### src/rtl/fpu_pkg.sv
// rtl/fpu_pkg.sv - shared float format constants, status codes and converter states
package fpu_pkg;

    localparam int BIAS  = 31;
    localparam int EXP_W = 6;
    localparam int MAN_W = 25;

    localparam logic [3:0] ST_EXACT     = 4'b0001;
    localparam logic [3:0] ST_INEXACT   = 4'b1111;
    localparam logic [3:0] ST_OVERFLOW  = 4'b0011;
    localparam logic [3:0] ST_UNDERFLOW = 4'b0111;

    typedef enum logic [1:0] {
        IDLE  = 2'd0,
        LOAD  = 2'd1,
        SHIFT = 2'd2,
        PACK  = 2'd3
    } state_t;

endpackage

### src/rtl/fp_unpack.sv
// rtl/fp_unpack.sv - combinational field split of a packed float word
module fp_unpack
    import fpu_pkg::*;
(
    input  logic [31:0]          op,
    output logic                 sign,
    output logic signed [EXP_W:0] exp,
    output logic [MAN_W:0]       sig,
    output logic                 is_zero
);

    localparam logic signed [EXP_W:0] BIAS_S = (EXP_W+1)'(BIAS);

    assign sign    = op[31];
    assign exp     = $signed({1'b0, op[30:25]}) - BIAS_S;
    assign sig     = {1'b1, op[24:0]};
    assign is_zero = (op[30:0] == 31'd0);

endmodule

### src/rtl/fp_to_int.sv
// rtl/fp_to_int.sv - sequential float to integer converter, truncating toward zero
module fp_to_int
    import fpu_pkg::*;
#(
    parameter bit SATURATE = 1'b1
) (
    input  logic        clock,
    input  logic        reset,
    input  logic        start_in,
    input  logic [31:0] op_in,
    output logic        busy_out,
    output logic        done_out,
    output logic [31:0] data_out,
    output logic [3:0]  status_out
);

    localparam logic signed [EXP_W:0] MAN_S = (EXP_W+1)'(MAN_W);

    state_t               state;
    logic [31:0]          op_q;
    logic [31:0]          mag;
    logic [4:0]           cnt;
    logic                 sticky;
    logic                 right;
    logic                 special;
    logic [3:0]           stat;

    logic                 sign;
    logic signed [EXP_W:0] exp;
    logic [MAN_W:0]       sig;
    logic                 is_zero;
    logic [4:0]           n_right;
    logic [4:0]           n_left;
    logic [31:0]          ovf_val;

    fp_unpack u_unpack (
        .op      (op_q),
        .sign    (sign),
        .exp     (exp),
        .sig     (sig),
        .is_zero (is_zero)
    );

    // Only the low exponent bits matter inside the shifting ranges 0..30.
    assign n_right = 5'd25 - exp[4:0];
    assign n_left  = exp[4:0] - 5'd25;
    assign ovf_val = SATURATE ? (sign ? 32'h8000_0000 : 32'h7FFF_FFFF) : 32'h0;

    always_ff @(posedge clock) begin
        if (reset) begin
            state      <= IDLE;
            op_q       <= '0;
            mag        <= '0;
            cnt        <= '0;
            sticky     <= 1'b0;
            right      <= 1'b0;
            special    <= 1'b0;
            stat       <= '0;
            busy_out   <= 1'b0;
            done_out   <= 1'b0;
            data_out   <= '0;
            status_out <= '0;
        end else begin
            done_out <= 1'b0;
            case (state)
                IDLE: begin
                    if (start_in) begin
                        op_q     <= op_in;
                        busy_out <= 1'b1;
                        state    <= LOAD;
                    end
                end
                LOAD: begin
                    sticky  <= 1'b0;
                    special <= 1'b1;
                    right   <= 1'b0;
                    cnt     <= '0;
                    mag     <= '0;
                    stat    <= ST_EXACT;
                    state   <= PACK;
                    if (is_zero) begin
                        stat <= ST_EXACT;
                    end else if (exp < 7'sd0) begin
                        stat <= ST_UNDERFLOW;
                    end else if (exp <= MAN_S) begin
                        special <= 1'b0;
                        right   <= 1'b1;
                        mag     <= {6'd0, sig};
                        cnt     <= n_right;
                        if (n_right != 5'd0)
                            state <= SHIFT;
                    end else if (exp <= MAN_S + 7'sd5) begin
                        special <= 1'b0;
                        mag     <= {6'd0, sig};
                        cnt     <= n_left;
                        state   <= SHIFT;
                    end else if (exp == MAN_S + 7'sd6 && sign && sig[MAN_W-1:0] == '0) begin
                        mag <= 32'h8000_0000;
                    end else begin
                        stat <= ST_OVERFLOW;
                        mag  <= ovf_val;
                    end
                end
                SHIFT: begin
                    if (right) begin
                        mag    <= mag >> 1;
                        sticky <= sticky | mag[0];
                    end else begin
                        mag <= mag << 1;
                    end
                    cnt <= cnt - 5'd1;
                    if (cnt == 5'd1)
                        state <= PACK;
                end
                PACK: begin
                    data_out   <= (special || !sign) ? mag : (~mag + 32'd1);
                    status_out <= special ? stat : (sticky ? ST_INEXACT : ST_EXACT);
                    done_out   <= 1'b1;
                    busy_out   <= 1'b0;
                    state      <= IDLE;
                end
                default: state <= IDLE;
            endcase
        end
    end

endmodule

### config.mk
export PLATFORM = sky130hd
export DESIGN_NAME = fp_to_int
export DESIGN_NICKNAME = d
export VERILOG_FILES = /design/src/rtl/fpu_pkg.sv /design/src/rtl/fp_unpack.sv /design/src/rtl/fp_to_int.sv
export SDC_FILE = /design/constraint.sdc
export NUM_CORES = 1
export LEC_CHECK = 0
export ABC_AREA = 1
export CAP_MARGIN = 20
export CORE_MARGIN = 2
export CORE_UTILIZATION = 33
export DETAILED_ROUTE_END_ITERATION = 12
export GPL_TIMING_DRIVEN = 0
export MAX_ROUTING_LAYER = met4
export PLACE_DENSITY = 0.61
export SLEW_MARGIN = 20
export SYNTH_ARGS = -nofsm -noshare
export SYNTH_HDL_FRONTEND = slang
export SYNTH_SLANG_ARGS = --single-unit
### constraint.sdc
create_clock -name clock -period 2.2 [get_ports clock]
set_clock_uncertainty 0.1 [all_clocks]
set_input_delay 0.44 -clock clock [delete_from_list [all_inputs] [get_ports clock]]
set_output_delay 0.44 -clock clock [all_outputs]
set_load 0.05 [all_outputs]
==> results.yml, run 1 <==
layout:
  multiInputGateArea_mm2: 0.003784
  regArea_mm2: 0.002307
  final_cells: 1291
  drive_gt1_share_pct: 17.93
  syn_to_final_growth_pct: 33.56
  fill_cells: 2037
  diodes: 0
  nNetsFinal: 1060
sta:
  tightestPinTransition_ps: 607.8
  relSlewSlack_pct: 59.48
  setup_viol: 3
  worst_slack_ps: -5.667
  hold_violations: 0
  max_clock_freq_ghz: 0.4534
  setup_tns_ps: -11.44
  rsz0062_at_grt: "yes"
  min_period_over_period_pct: 100.3
  period_minus_slack_ps: 2206
  slew_violations: 0
  hold_slack_ps: 351.6
routing:
  met3WireLength_um: 895
  vias: 6383
  drc_errors: 0
  antenna_violating_nets_post_route: 0
  wl_met1_um: 9414
  drt_iter0_drc: 437
  firstDrtPassIters: 5
  vias_per_cell: 4.944
  routed_wl_um: 19010
  wire_per_inst_um: 14.73
  top_layer_used: "met4"
  wl_met2_um: 8448
yosys:
  netlist_instances: 902
  ys_warn_count: 0
  synth_top_cells_by_count: "121 x o21ai_0, 115 x dfxtp_1, 107 x nand2_1"
  avgSynthCellArea_um2: 7.191
  ys_ff_latch: 115
  synth_cell_types: 37
  yosysSeqAreaShare_pct: 35.49
  synth_top_area_share_pct: 35.49
  synthesis.area_mm2: 0.006486
  netlist_top_cells_area: "dfxtp_1 35%, o21ai_0 9.3%, a21oi_1 6.4%, nand2_1 6.2%, inv_1 5.9%"
  postSynth.asyncResetShare_pct: 0
  yosys.area.top_type: "dfxtp_1"
  synthFlopType: "dfxtp_1"
  synth_edf_count: 0
  syn_nets: 949
  synth_most_common_cell: "o21ai_0"
worst_setup_path:
  crit_slowest_cell: "dfxtp_2"
  critPathTopFamily: "simple AND/OR/NAND/NOR gates"
  slowest_delay_ps: 360
  crit_type: "reg2reg"
  end_kind: "flip-flop"
  crit_chain: "buf_6 -> inv_6 -> ha_4 -> inv_4 -> ha_4 -> nand2_2 -> nand3_2 -> nand2_2 -> inv_2 -> nor2_8 -> nand3_4 -> clkbuf_16 -> nand3_4 -> a21oi_2"
  start_kind: "flip-flop"
  path_buf_inv: 5
  arrival_ps: 2400
  critPathMaxFanout: 8
  crit_required_ps: 2400
clock_network:
  cts_buffers: 17
  cts_tree: "done"
  clock-sinks: 115
  path_clk_slew_ps: 50
  insertion_delay_ps: 410
  cts.path.max_buffers: 2
  cts_root_buf: "clkbuf_16"
  h-tree-depth: 4
  hold_buffers: 0
place:
  dp_hpwl_um: 14190
  dp.cells: 1239
  gp_congestion: 0.9637
  numPortBuffers: 72
global_routing:
  track_usage_pct: 19.41
  grt_overflow_total: 0
  first_global_vias: 5939
  antenna_found_initial: 0
  grt_max_degree: 17
  grt_pass1_wl_um: 30680
pwr:
  p_leak_nw: 3.466
  powerDensity_mw_per_mm2: 1326
  ir_drop_mv: 0.6346
floorplanning:
  start_util_pct: 33.44
  rows: 51
  dieWidth_um: 144.2
  core_area_mm2: 0.01940
  ios: 73
  fp.dieH_um: 144.2
  die_area_mm2: 0.02079
flow_run:
  max-cap-violations: 0
worst_hold_path:
  min_path_type: "reg2reg"
run_status:
  violations: "setup timing"
  status: "complete, but fails checks"
[worst paths after layout]
| kind | cells after the start | slack [ps] | start | end |
|---|---|---|---|---|
| worst max-delay path | 14 | -6 | op_q[25]$_SDFFE_PP0P_ | mag[7]$_SDFFE_PP0P_ |
| worst min-delay path | 2 | 350 | busy_out$_SDFFE_PP0P_ | busy_out$_SDFFE_PP0P_ |
| worst max register to register | 14 | -6 | op_q[25]$_SDFFE_PP0P_ | mag[7]$_SDFFE_PP0P_ |
| worst min register to register | 2 | 350 | busy_out$_SDFFE_PP0P_ | busy_out$_SDFFE_PP0P_ |
[cell families after synthesis]
group,Yosys count,share of synthesized area [%]
compound gates,274,24.65
flops,115,35.49
xor+xnor,18,2.546
fa+ha+maj,12,2.315
simple gates,323,24.83
buf+inv,160,10.17
[state kept, by name, indices dropped and copies added (netlist names)]
register    cells
data_out       32
busy_out        1
sticky          1
op_q           32
status_out      4
state           2
special         1
right           1
mag            32
stat            3
done_out        1
cnt             5
[cells in the final DEF, fill, tap and decap left out, types with 6 or more instances in the layout]
master           count
inv_1               98
clkbuf_2             9
dfxtp_1            113
clkbuf_16           19
a21oi_2             23
nand2_1            104
nor2_1              85
xor2_1              16
a21oi_1             79
nand4_1             22
a31oi_1             12
ha_1                 8
o21ai_0            121
buf_4               19
clkbuf_1            34
a221oi_1            24
clkdlybuf4s50_1     72
nand2_2             27
nand3_1             35
nand3_4             17
nor3_1               6
clkinv_2             7
nand3_2             10
o211ai_1             7
[stage by stage]
step | cell area, um2 | util, % | setup slack, ps | total power, mW
floorplan | 6486 | - | 14.16 | 6.820
global placement | 7538 | 38.86 | -269.8 | 8.150
detailed placement | 7538 | 38.86 | -271.4 | 8.196
CTS | 8308 | 42.83 | -15.34 | 11.15
global route | 8663 | 44.66 | -101.5 | 12.34
finish | 8663 | 44.66 | -5.667 | 11.49
[where the power goes]
| part | internal (mW) | switching (mW) | total, mW |
|---|---|---|---|
| combinational | 1.93 | 3.60 | 5.53 |
| sequential | 2.64 | 0.515 | 3.16 |
| clock | 1.85 | 0.948 | 2.80 |
[timing repair]
| item | CTS | global route |
|---|---|---|
| setup endpoints to repair | 40 | 68 |
| gates cloned | 1 | 2 |
| pin swaps | 4 | 23 |
| setup buffers | 6 | 12 |
| resized for setup | 25 | 57 |
[metal layers]
metal | vias up | global-route usage (%)
met3 | 21 | 4.139
li1 | 3288 | -
met4 | 0 | 4.957
met2 | 147 | 28.72
met5 | - | -
met1 | 2927 | 26.99
[final cells by class]
type / count / share of cell area, %
buffer: 52 / 3.235
clock buffer: 21 / 5.430
clock inverter: 11 / 1.531
inverter: 107 / 4.809
multi-input combinational: 627 / 43.67
sequential: 115 / 26.63
tap: 265 / 3.827
timing repair buffer: 93 / 10.86
[worst min-delay path, stage by stage (launching register included)]
cell and delay (ps):
dfxtp_1 310, inv_1 50, a211oi_1 50
Power figures use the tool's default switching activity.
==> run 2: changes to the inputs <==
PLACE_DENSITY = not set   (was 0.61)
PLACE_DENSITY_LB_ADDON = 0.12   (was not set)
==> run 2 against run 1 <==
Effect of this change: the run still ends with setup timing left; sequential cell count did not move; global-route usage is 0.73 points higher; die area stayed put; register-to-register slack is essentially flat.
==> results.yml, run 2 (synthesis results as in run 1) <==
run_status:
  status: "complete, but fails checks"
  violations: "setup timing"
place:
  gp_congestion: 0.9370
  dp_hpwl_um: 14760
  dp.cells: 1239
  numPortBuffers: 72
  dpl_cell_area_mm2: 0.007538
  place_ws_ps: -351.5
global_routing:
  first_global_vias: 5814
  grt_pass1_wl_um: 31210
  track_usage_pct: 20.14
  antenna_found_initial: 0
  grt_max_degree: 17
  grt_overflow_total: 0
clock_network:
  clock-sinks: 115
  cts_tree: "done"
  h-tree-depth: 4
  cts_root_buf: "clkbuf_16"
  cts_buffers: 17
  insertion_delay_ps: 420
  path_clk_slew_ps: 50
  hold_buffers: 0
  cts.path.max_buffers: 2
pwr:
  pwr-share-clk_pct: 23.0
  powerDensity_mw_per_mm2: 1318
  ir_drop_mv: 0.5990
  power_mw: 11.59
  p_seq_share_pct: 27.5
  p_switching_mw: 5.188
  comb_power_share_pct: 49.5
  p_int_mw: 6.397
  swShare_pct: 44.78
  p_leak_nw: 3.507
worst_setup_path:
  crit_chain: "ha_4 -> xnor2_4 -> buf_12 -> ha_4 -> nand2_2 -> nand3_2 -> nand2_2 -> inv_2 -> nor2_8 -> nand3_4 -> clkbuf_16 -> nand3_4 -> a21oi_2"
  rr_startpoint: "op_q[26]$_SDFFE_PP0P_"
  critPathTopFamily: "simple AND/OR/NAND/NOR gates"
  crit_type: "reg2reg"
  end_kind: "flip-flop"
  start_kind: "flip-flop"
  rr_worst_depth: 13
  r2r-end: "mag[12]$_SDFFE_PP0P_"
  arrival_ps: 2420
  critPathMaxFanout: 6
  r2r_slack_ps: -20
  slowest_delay_ps: 360
  crit_slowest_cell: "dfxtp_4"
  path_buf_inv: 3
  crit_required_ps: 2400
layout:
  diodes: 0
  syn_to_final_growth_pct: 35.47
  fill_cells: 2025
  final_common_cell: "o21ai_0"
  layout_common_cells: "121 x o21ai_0, 112 x dfxtp_1, 103 x nand2_1"
  reg.largest.list: "data_out: 32 flops, mag: 32 flops, op_q: 32 flops"
  final_cells: 1293
  fin_util_pct: 45.30
  drive_gt1_share_pct: 19.36
  nNetsFinal: 1063
  stdcell_area_mm2: 0.008787
floorplanning:
  dieWidth_um: 144.2
  die_area_mm2: 0.02079
  ios: 73
  rows: 51
  fp.dieH_um: 144.2
  start_util_pct: 33.44
  core_area_mm2: 0.01940
worst_hold_path:
  min_path_type: "reg2reg"
  whs_endpoint: "busy_out$_SDFFE_PP0P_"
  hold_depth: 2
  hp-start: "busy_out$_SDFFE_PP0P_"
routing:
  vias_per_cell: 4.940
  drc_errors: 0
  firstDrtPassIters: 5
  drt_iter0_drc: 435
  antenna_violating_nets_post_route: 0
  vias: 6388
  wire_per_inst_um: 15.44
  routed_wl_um: 19970
sta:
  min_period_over_period_pct: 100.9
  slew_violations: 0
  hold_slack_ps: 353.7
  worst_slack_ps: -18.91
  setup_tns_ps: -103.3
  period_minus_slack_ps: 2219
  rsz0062_at_grt: "yes"
  setup_viol: 10
  tightestPinTransition_ps: 587.9
  relSlewSlack_pct: 60.80
  hold_violations: 0
  max_clock_freq_ghz: 0.4507
flow_run:
  max-cap-violations: 0
## run 2: worst reg2reg max path, stage by stage (launching register included)
cell	delay, ps
dfxtp_4	360
ha_4	190
xnor2_4	150
buf_12	140
ha_4	150
nand2_2	60
nand3_2	80
nand2_2	80
inv_2	60
nor2_8	180
nand3_4	210
clkbuf_16	230
nand3_4	60
a21oi_2	50
## run 2: power by group through the flow
| stage | clock network (mW) | registers [mW] | logic [mW] |
|---|---|---|---|
| floorplan | 0 | 3.49 | 3.33 |
| global placement | 0 | 3.17 | 5.06 |
| detailed placement | 0 | 3.18 | 5.07 |
| CTS | 2.72 | 3.16 | 5.21 |
| global route | 2.79 | 3.26 | 6.36 |
| finish | 2.66 | 3.19 | 5.73 |
## run 2: final cells by class
class / count / area [um2] / area share (%)
inverters: 107 / 419.2 / 4.770
repair buffers: 94 / 960.9 / 10.94
clock buffers: 27 / 523.0 / 5.952
clock inverters: 4 / 45.04 / 0.5126
well taps: 265 / 331.6 / 3.773
plain buffers: 52 / 290.3 / 3.303
flip-flops and latches: 115 / 2308 / 26.27
multi-input cells: 629 / 3909 / 44.48
## run 2: what timing repair did
item / 4_1_cts / 5_1_grt
setup endpoints to repair: 42 / 88
pin swaps: 5 / 32
setup buffers: 5 / 14
gates resized for setup: 25 / 81
gates cloned: 2 / 3
## run 2: layer usage
layer / track usage [%] / vias to the layer above / routed length, um
li1: - / 3296 / -
met1: 26.58 / 2893 / 9624
met2: 31.25 / 165 / 9075
met3: 2.947 / 34 / 843
met4: 7.818 / 0 / 422
met5: - / - / 0
## run 2: worst max path at each step
stage | from | end | slack, ps | cells after the start
6_report | op_q[26]$_SDFFE_PP0P_ | mag[12]$_SDFFE_PP0P_ | -20 | 13
5_1_grt | op_q[25]$_SDFFE_PP0P_ | mag[11]$_SDFFE_PP0P_ | -120 | 14
4_1_cts | op_q[25]$_SDFFE_PP0P_ | mag[9]$_SDFFE_PP0P_ | -30 | 14
3_5_place_dp | reset | data_out[2]$_SDFFE_PP0P_ | -350 | 6
3_3_place_gp | reset | data_out[31]$_SDFFE_PP0P_ | -370 | 6
2_1_floorplan | op_q[25]$_SDFFE_PP0P_ | mag[12]$_SDFFE_PP0P_ | 10 | 14
==> run 3: changes to the inputs <==
CAP_MARGIN = not set   (was 20)
==> results of run 3 <==
No change in the layout: final DEF, timing and power equal those of run 2.
